[config.mk]
export PLATFORM = sky130hd
export DESIGN_NAME = replay_mem_responder_flat
export DESIGN_NICKNAME = d
export VERILOG_FILES = /design/src/rtl/replay_mem_responder_if.sv /design/src/rtl/replay_mem_responder.sv /design/src/flat_wrapper.sv
export SDC_FILE = /design/constraint.sdc
export NUM_CORES = 1
export LEC_CHECK = 0
export BUFFER_PORTS_ARGS = -buffer_cell sky130_fd_sc_hd__buf_2
export CORE_MARGIN = 2
export CORE_UTILIZATION = 45
export DETAILED_ROUTE_END_ITERATION = 7
export GPL_TIMING_DRIVEN = 0
export PLACE_DENSITY = 0.67
export REMOVE_ABC_BUFFERS = 1
export SYNTH_ARGS = -nofsm -noshare
export SYNTH_HDL_FRONTEND = slang
export SYNTH_SLANG_ARGS = --single-unit
export TNS_END_PERCENT = 5
[constraint.sdc]
create_clock -name SYSCLK -period 2.05 [get_ports SYSCLK]
set_input_delay 0.41 -clock SYSCLK [delete_from_list [all_inputs] [get_ports SYSCLK]]
set_output_delay 0.41 -clock SYSCLK [all_outputs]
set_load 0.02 [all_outputs]
[src/rtl/replay_mem_responder_if.sv]
// SPI pin bundle between the CPLD replay-fetch master and the memory-board responder.
interface replay_mem_responder_if;
    logic mem_spi_en;
    logic mem_spi_clk;
    logic mem_spi_mosi;
    logic mem_spi_miso;

    modport master (output mem_spi_en, output mem_spi_clk, output mem_spi_mosi, input mem_spi_miso);
    modport slave  (input mem_spi_en, input mem_spi_clk, input mem_spi_mosi, output mem_spi_miso);
endinterface

[src/rtl/replay_mem_responder.sv]
// SPI slave that streams recorded sensor bytes out of replay memory on MISO while
// capturing the forwarded CPU command byte from MOSI.
module replay_mem_responder #(
    parameter int unsigned ADDR_W     = 16,
    parameter int unsigned DEPTH      = 16'hFFFF,
    parameter logic [7:0]  FILL       = 8'h00,
    parameter logic [7:0]  RESYNC_CMD = 8'hFC
) (
    input  logic                  SYSCLK,
    input  logic                  resetb,
    replay_mem_responder_if.slave spi,
    output logic [ADDR_W-1:0]     rd_addr,
    input  logic [7:0]            rd_data,
    output logic                  cmd_valid,
    output logic [7:0]            cmd_byte,
    output logic                  busy,
    output logic [7:0]            abort_cnt
);
    localparam logic [ADDR_W-1:0] DEPTH_A = ADDR_W'(DEPTH);

    typedef enum logic [1:0] {S_IDLE, S_SHIFT, S_DONE} state_t;

    state_t            state;
    logic [1:0]        en_s, sclk_s, mosi_s;
    logic              en_q, sclk_q;
    logic [ADDR_W-1:0] ptr;
    logic [7:0]        tx, rx;
    logic [3:0]        bit_cnt;
    logic              miso;

    logic       cs_fall, cs_rise, sclk_rise, sclk_fall, take_bit;
    logic [7:0] rx_next, load_byte;
    logic [3:0] bit_cnt_nx;

    always_comb begin
        cs_fall    = en_q & ~en_s[1];
        cs_rise    = ~en_q & en_s[1];
        sclk_rise  = ~sclk_q & sclk_s[1];
        sclk_fall  = sclk_q & ~sclk_s[1];
        // bits past the eighth are ignored until CS returns high
        take_bit   = sclk_rise && (bit_cnt != 4'd8);
        rx_next    = {rx[6:0], mosi_s[1]};
        bit_cnt_nx = take_bit ? bit_cnt + 4'd1 : bit_cnt;
        load_byte  = (ptr >= DEPTH_A) ? FILL : rd_data;
    end

    assign spi.mem_spi_miso = miso;

    always_ff @(posedge SYSCLK or negedge resetb) begin
        if (!resetb) begin
            en_s      <= 2'b11;
            sclk_s    <= 2'b00;
            mosi_s    <= 2'b00;
            en_q      <= 1'b1;
            sclk_q    <= 1'b0;
            state     <= S_IDLE;
            ptr       <= '0;
            rd_addr   <= '0;
            tx        <= 8'h00;
            rx        <= 8'h00;
            bit_cnt   <= 4'd0;
            miso      <= 1'b0;
            cmd_valid <= 1'b0;
            cmd_byte  <= 8'h00;
            busy      <= 1'b0;
            abort_cnt <= 8'h00;
        end else begin
            en_s      <= {en_s[0], spi.mem_spi_en};
            sclk_s    <= {sclk_s[0], spi.mem_spi_clk};
            mosi_s    <= {mosi_s[0], spi.mem_spi_mosi};
            en_q      <= en_s[1];
            sclk_q    <= sclk_s[1];
            busy      <= ~en_s[1];
            rd_addr   <= ptr;
            cmd_valid <= 1'b0;

            case (state)
                S_IDLE: begin
                    miso    <= 1'b0;
                    bit_cnt <= 4'd0;
                    if (cs_fall) begin
                        tx    <= load_byte;
                        miso  <= load_byte[7];
                        rx    <= 8'h00;
                        state <= S_SHIFT;
                    end
                end
                S_SHIFT: begin
                    if (take_bit) begin
                        rx      <= rx_next;
                        bit_cnt <= bit_cnt_nx;
                        if (bit_cnt == 4'd7) begin
                            cmd_byte  <= rx_next;
                            cmd_valid <= 1'b1;
                        end
                    end
                    if (sclk_fall) begin
                        tx   <= {tx[6:0], 1'b0};
                        miso <= tx[6];
                    end
                    // a final SCLK rise landing with CS rise still counts
                    if (cs_rise) begin
                        miso <= 1'b0;
                        if (bit_cnt_nx == 4'd8) begin
                            state <= S_DONE;
                        end else begin
                            if (abort_cnt != 8'hFF) abort_cnt <= abort_cnt + 8'd1;
                            state <= S_IDLE;
                        end
                    end
                end
                S_DONE: begin
                    // recording convention: the 0xFC response lives at address 0
                    if (cmd_byte == RESYNC_CMD) ptr <= ADDR_W'(1);
                    else if (ptr < DEPTH_A)     ptr <= ptr + ADDR_W'(1);
                    state <= S_IDLE;
                end
                default: state <= S_IDLE;
            endcase
        end
    end
endmodule

[src/flat_wrapper.sv]
// flat-port wrapper written by rule: the top's interface ports become plain ports
module replay_mem_responder_flat 
#(
    parameter int unsigned ADDR_W     = 16,
    parameter int unsigned DEPTH      = 16'hFFFF,
    parameter logic [7:0]  FILL       = 8'h00,
    parameter logic [7:0]  RESYNC_CMD = 8'hFC
)
  (SYSCLK, resetb, rd_addr, rd_data, cmd_valid, cmd_byte, busy, abort_cnt, spi_mem_spi_en, spi_mem_spi_clk, spi_mem_spi_mosi, spi_mem_spi_miso);
  replay_mem_responder_if spi_i ();
  input  logic SYSCLK;
  input  logic resetb;
  output logic [ADDR_W-1:0] rd_addr;
  input  logic [7:0] rd_data;
  output logic cmd_valid;
  output logic [7:0] cmd_byte;
  output logic busy;
  output logic [7:0] abort_cnt;
  input wire logic [$bits(spi_i.mem_spi_en)-1:0] spi_mem_spi_en;
  input wire logic [$bits(spi_i.mem_spi_clk)-1:0] spi_mem_spi_clk;
  input wire logic [$bits(spi_i.mem_spi_mosi)-1:0] spi_mem_spi_mosi;
  output wire logic [$bits(spi_i.mem_spi_miso)-1:0] spi_mem_spi_miso;
  assign spi_i.mem_spi_en = spi_mem_spi_en;
  assign spi_i.mem_spi_clk = spi_mem_spi_clk;
  assign spi_i.mem_spi_mosi = spi_mem_spi_mosi;
  assign spi_mem_spi_miso = spi_i.mem_spi_miso;
  replay_mem_responder #(.ADDR_W(ADDR_W), .DEPTH(DEPTH), .FILL(FILL), .RESYNC_CMD(RESYNC_CMD)) u_core (.SYSCLK(SYSCLK), .resetb(resetb), .spi(spi_i), .rd_addr(rd_addr), .rd_data(rd_data), .cmd_valid(cmd_valid), .cmd_byte(cmd_byte), .busy(busy), .abort_cnt(abort_cnt));
endmodule
==> metrics.txt <==
Post-route DRC=0; CP Data Arrival Time=2.30 ns; total die area=0.00808 mm²; FMAX=0.485 GHz; Worst Hold Depth=1; PortBufs=47; Max IR drop VDD=0.533 mV; Max-cap violations=0; Clock Pin Slew Worst Setup and Hold Paths=0.08 ns; commonest non-fill, non-tap cell in the layout=dfrtp_1; Post-synth ARST share=100%; io pins=48; commonest non-fill, non-tap cells in the layout=dfrtp_1 (75), buf_2 (46), nand2_1 (33), nor2_1 (25), nand3_1 (23); cell row count=31; Netlist cell types=46; routed wire length per instance=13.5 µm; Die H=89.9 µm; Final Hold Fails=0; Finished Layout Cells=460; Layout fillers=654; dpl cells=441; Crit. End Element=register; Area Overhead vs Synth=19.0%; Final Slew Violations=0; CTS tree=done; Synth Instances=299; Synth top area share=57.3%; Pleak=1.86 nW; number of global-route vias before repair=2412; H-tree depth=3; CP peak stage delay=0.39 ns; Reg area=0.00198 mm²; Vias/cell=5.23; Final WS setup=-0.0118 ns; top cell type by total area after synthesis=dfrtp_1; utilization after layout=54.8%; Antenna Nets Post-Route=0; CORE AREA=0.00721 mm²; area of the multi-input gates=0.00133 mm²; die width=89.9 µm; GPL Wtd Cong=0.801; Initial Utilization=46.0%; status=finished, violations left; setup clock skew after layout=0.0101 ns; class of the worst hold path=in2reg; Synth Cell Area=0.00332 mm²; detailed-route via count=2406; Critical-path top delay cell=dfrtp_1; worst r2r path cells=7; setup repair after global routing missed its margin=yes; failing checks=negative setup slack; PD cells=838 mW/mm²; initial antenna violation count=0; first-pass GRT wire length=11100 µm; worst relative slew slack=62.6%; Tcrit/Tclk final=101%; Clk Latency, worst-skew pair=0.35 ns; Post-synth EDFFs=0; Iteration-0 DRC Markers=71; CP max FO=5; crit-path cells=inv_2 > ha_1 > a211o_1 > a2111oi_4 > o22ai_2 > nand2_1 > mux2_2; YS warnings=0; Required @ worst endpoint=2.28 ns; post-route minimum period=2.06 ns; Post-Route WL=6210 µm; pin count of the biggest net entering global routing=50; NumNets Final=373; # setup viols final=1; Initial DRT Pass Iterations=4; CP startpoint kind=register; ant diodes=0; Clock Tree Root=clkbuf_8; CP Class=reg2reg; Synth Register Bits=79; total power=3.31 mW; most area-consuming cells after synthesis=dfrtp_1 (57%), xnor2_1 (5.0%), nand2_1 (3.7%), nand3_1 (3.5%), mux2_2 (3.1%); share of layout cells above drive strength 1=26.9%; post-detail-place hpwl=4240 µm; Total GRT Usage=16.9%; Top FF cell, synth=dfrtp_1; syn avg cell area=11.1 µm²; Tightest Pin Transition=0.560 ns; grt total ovfl=0; CTS Buffer Depth=2; CTS Sinks=79; Seq/Total Area, Yosys=59.6%; CTS buffer count=9
## state kept, by name, indices dropped and copies added (netlist names)
register / cells
u_core.mosi_s: 2
u_core.sclk_s: 2
u_core.spi.mem_spi_miso: 1
u_core.cmd_valid: 1
u_core.en_q: 1
u_core.en_s: 2
u_core.sclk_q: 1
u_core.rd_addr: 16
u_core.tx: 7
u_core.abort_cnt: 8
u_core.state: 2
u_core.ptr: 16
u_core.cmd_byte: 8
u_core.busy: 1
u_core.bit_cnt: 4
u_core.rx: 7
## cell usage after synthesis, drive strengths merged (4+ instances only)
master	n
dfrtp	76
nand2	34
nor2	27
nand3	23
xnor2	19
nor3	12
o21ai	12
inv	10
a31oi	9
mux2	9
a21oi	7
nand4	7
nand2b	5
o22ai	5
and3	4
and4	4
ha	4
## worst max-delay path, delay by kind of cell, from the launching register on
| family | cells | cell delay [ns] |
|---|---|---|
| AO/OA/AOI/OAI | 3 | 0.79 |
| flip-flops | 1 | 0.39 |
| multiplexers | 1 | 0.33 |
| adder cells (fa/ha/maj) | 1 | 0.23 |
| AND/OR/NAND/NOR | 1 | 0.13 |
| buffers and inverters | 1 | 0.09 |
## final timing paths
path	from	end	slack [ns]
hold / removal	spi_mem_spi_mosi	u_core.mosi_s[0]$_DFF_PN0_	0.16
min in group asynchronous	resetb	u_core.abort_cnt[4]$_DFFE_PN0P_	0.53
setup / recovery	u_core.bit_cnt[0]$_DFFE_PN0P_	u_core.abort_cnt[1]$_DFFE_PN0P_	-0.01
hold reg to reg	u_core.sclk_s[0]$_DFF_PN0_	u_core.sclk_s[1]$_DFF_PN0_	0.35
setup reg to reg	u_core.bit_cnt[0]$_DFFE_PN0P_	u_core.abort_cnt[1]$_DFFE_PN0P_	-0.01
max in group asynchronous	resetb	u_core.en_s[0]$_DFF_PN1_	0.89
## final cells by class
class / count / area share [%]
clock buffers: 10 / 3.23
flip-flops and latches: 79 / 50.1
repair buffers: 51 / 7.34
inverters: 10 / 0.950
well taps: 99 / 3.13
multi-input cells: 205 / 33.7
clock inverters: 6 / 1.55
## report_power, final
part / internal (mW) / switching, mW
Combinational: 0.170 / 0.253
Clock: 0.558 / 0.547
Sequential: 1.68 / 0.104
## cells by family after synthesis
| group | Yosys count | share of synthesized area (%) |
|---|---|---|
| adder cells (fa/ha/maj) | 4 | 1.51 |
| flip-flops | 79 | 59.6 |
| AO/OA/AOI/OAI | 44 | 8.59 |
| AND/OR/NAND/NOR | 128 | 20.2 |
| buffers and inverters | 15 | 1.77 |
| multiplexers | 9 | 3.05 |
| XOR/XNOR | 20 | 5.28 |
## metal layers
metal	up-vias	track usage [%]	wire length (µm)	part of all wire, %
li1	1180	-	-	-
met1	1164	23.3	2970	48
met2	53	26.4	2860	46
met3	9	3.52	284	4.6
met4	0	6.92	108	1.7
met5	-	0	0	0
## stage by stage
stage / hold WS (ns) / setup TNS (ns) / setup WS (ns) / cell area, µm²
after detailed placement: 0.335 / -3.26 / -0.333 / 3690
after global placement: 0.332 / -1.68 / -0.234 / 3660
after CTS: 0.150 / -0.0563 / -0.0563 / 3920
final: 0.161 / -0.0118 / -0.0118 / 3950
after floorplan: 0.114 / -0.0617 / -0.0617 / 3300
after global routing: 0.150 / -0.520 / -0.118 / 3950
## timing repair
action                     CTS  global route
setup endpoints to repair   30            26
hold buffers                 1             0
hold endpoints to repair    17             0
setup buffers                2             0
pin swaps                    2             0
gates resized for setup      6             7
No activity file was read; power rests on OpenSTA's default activity.
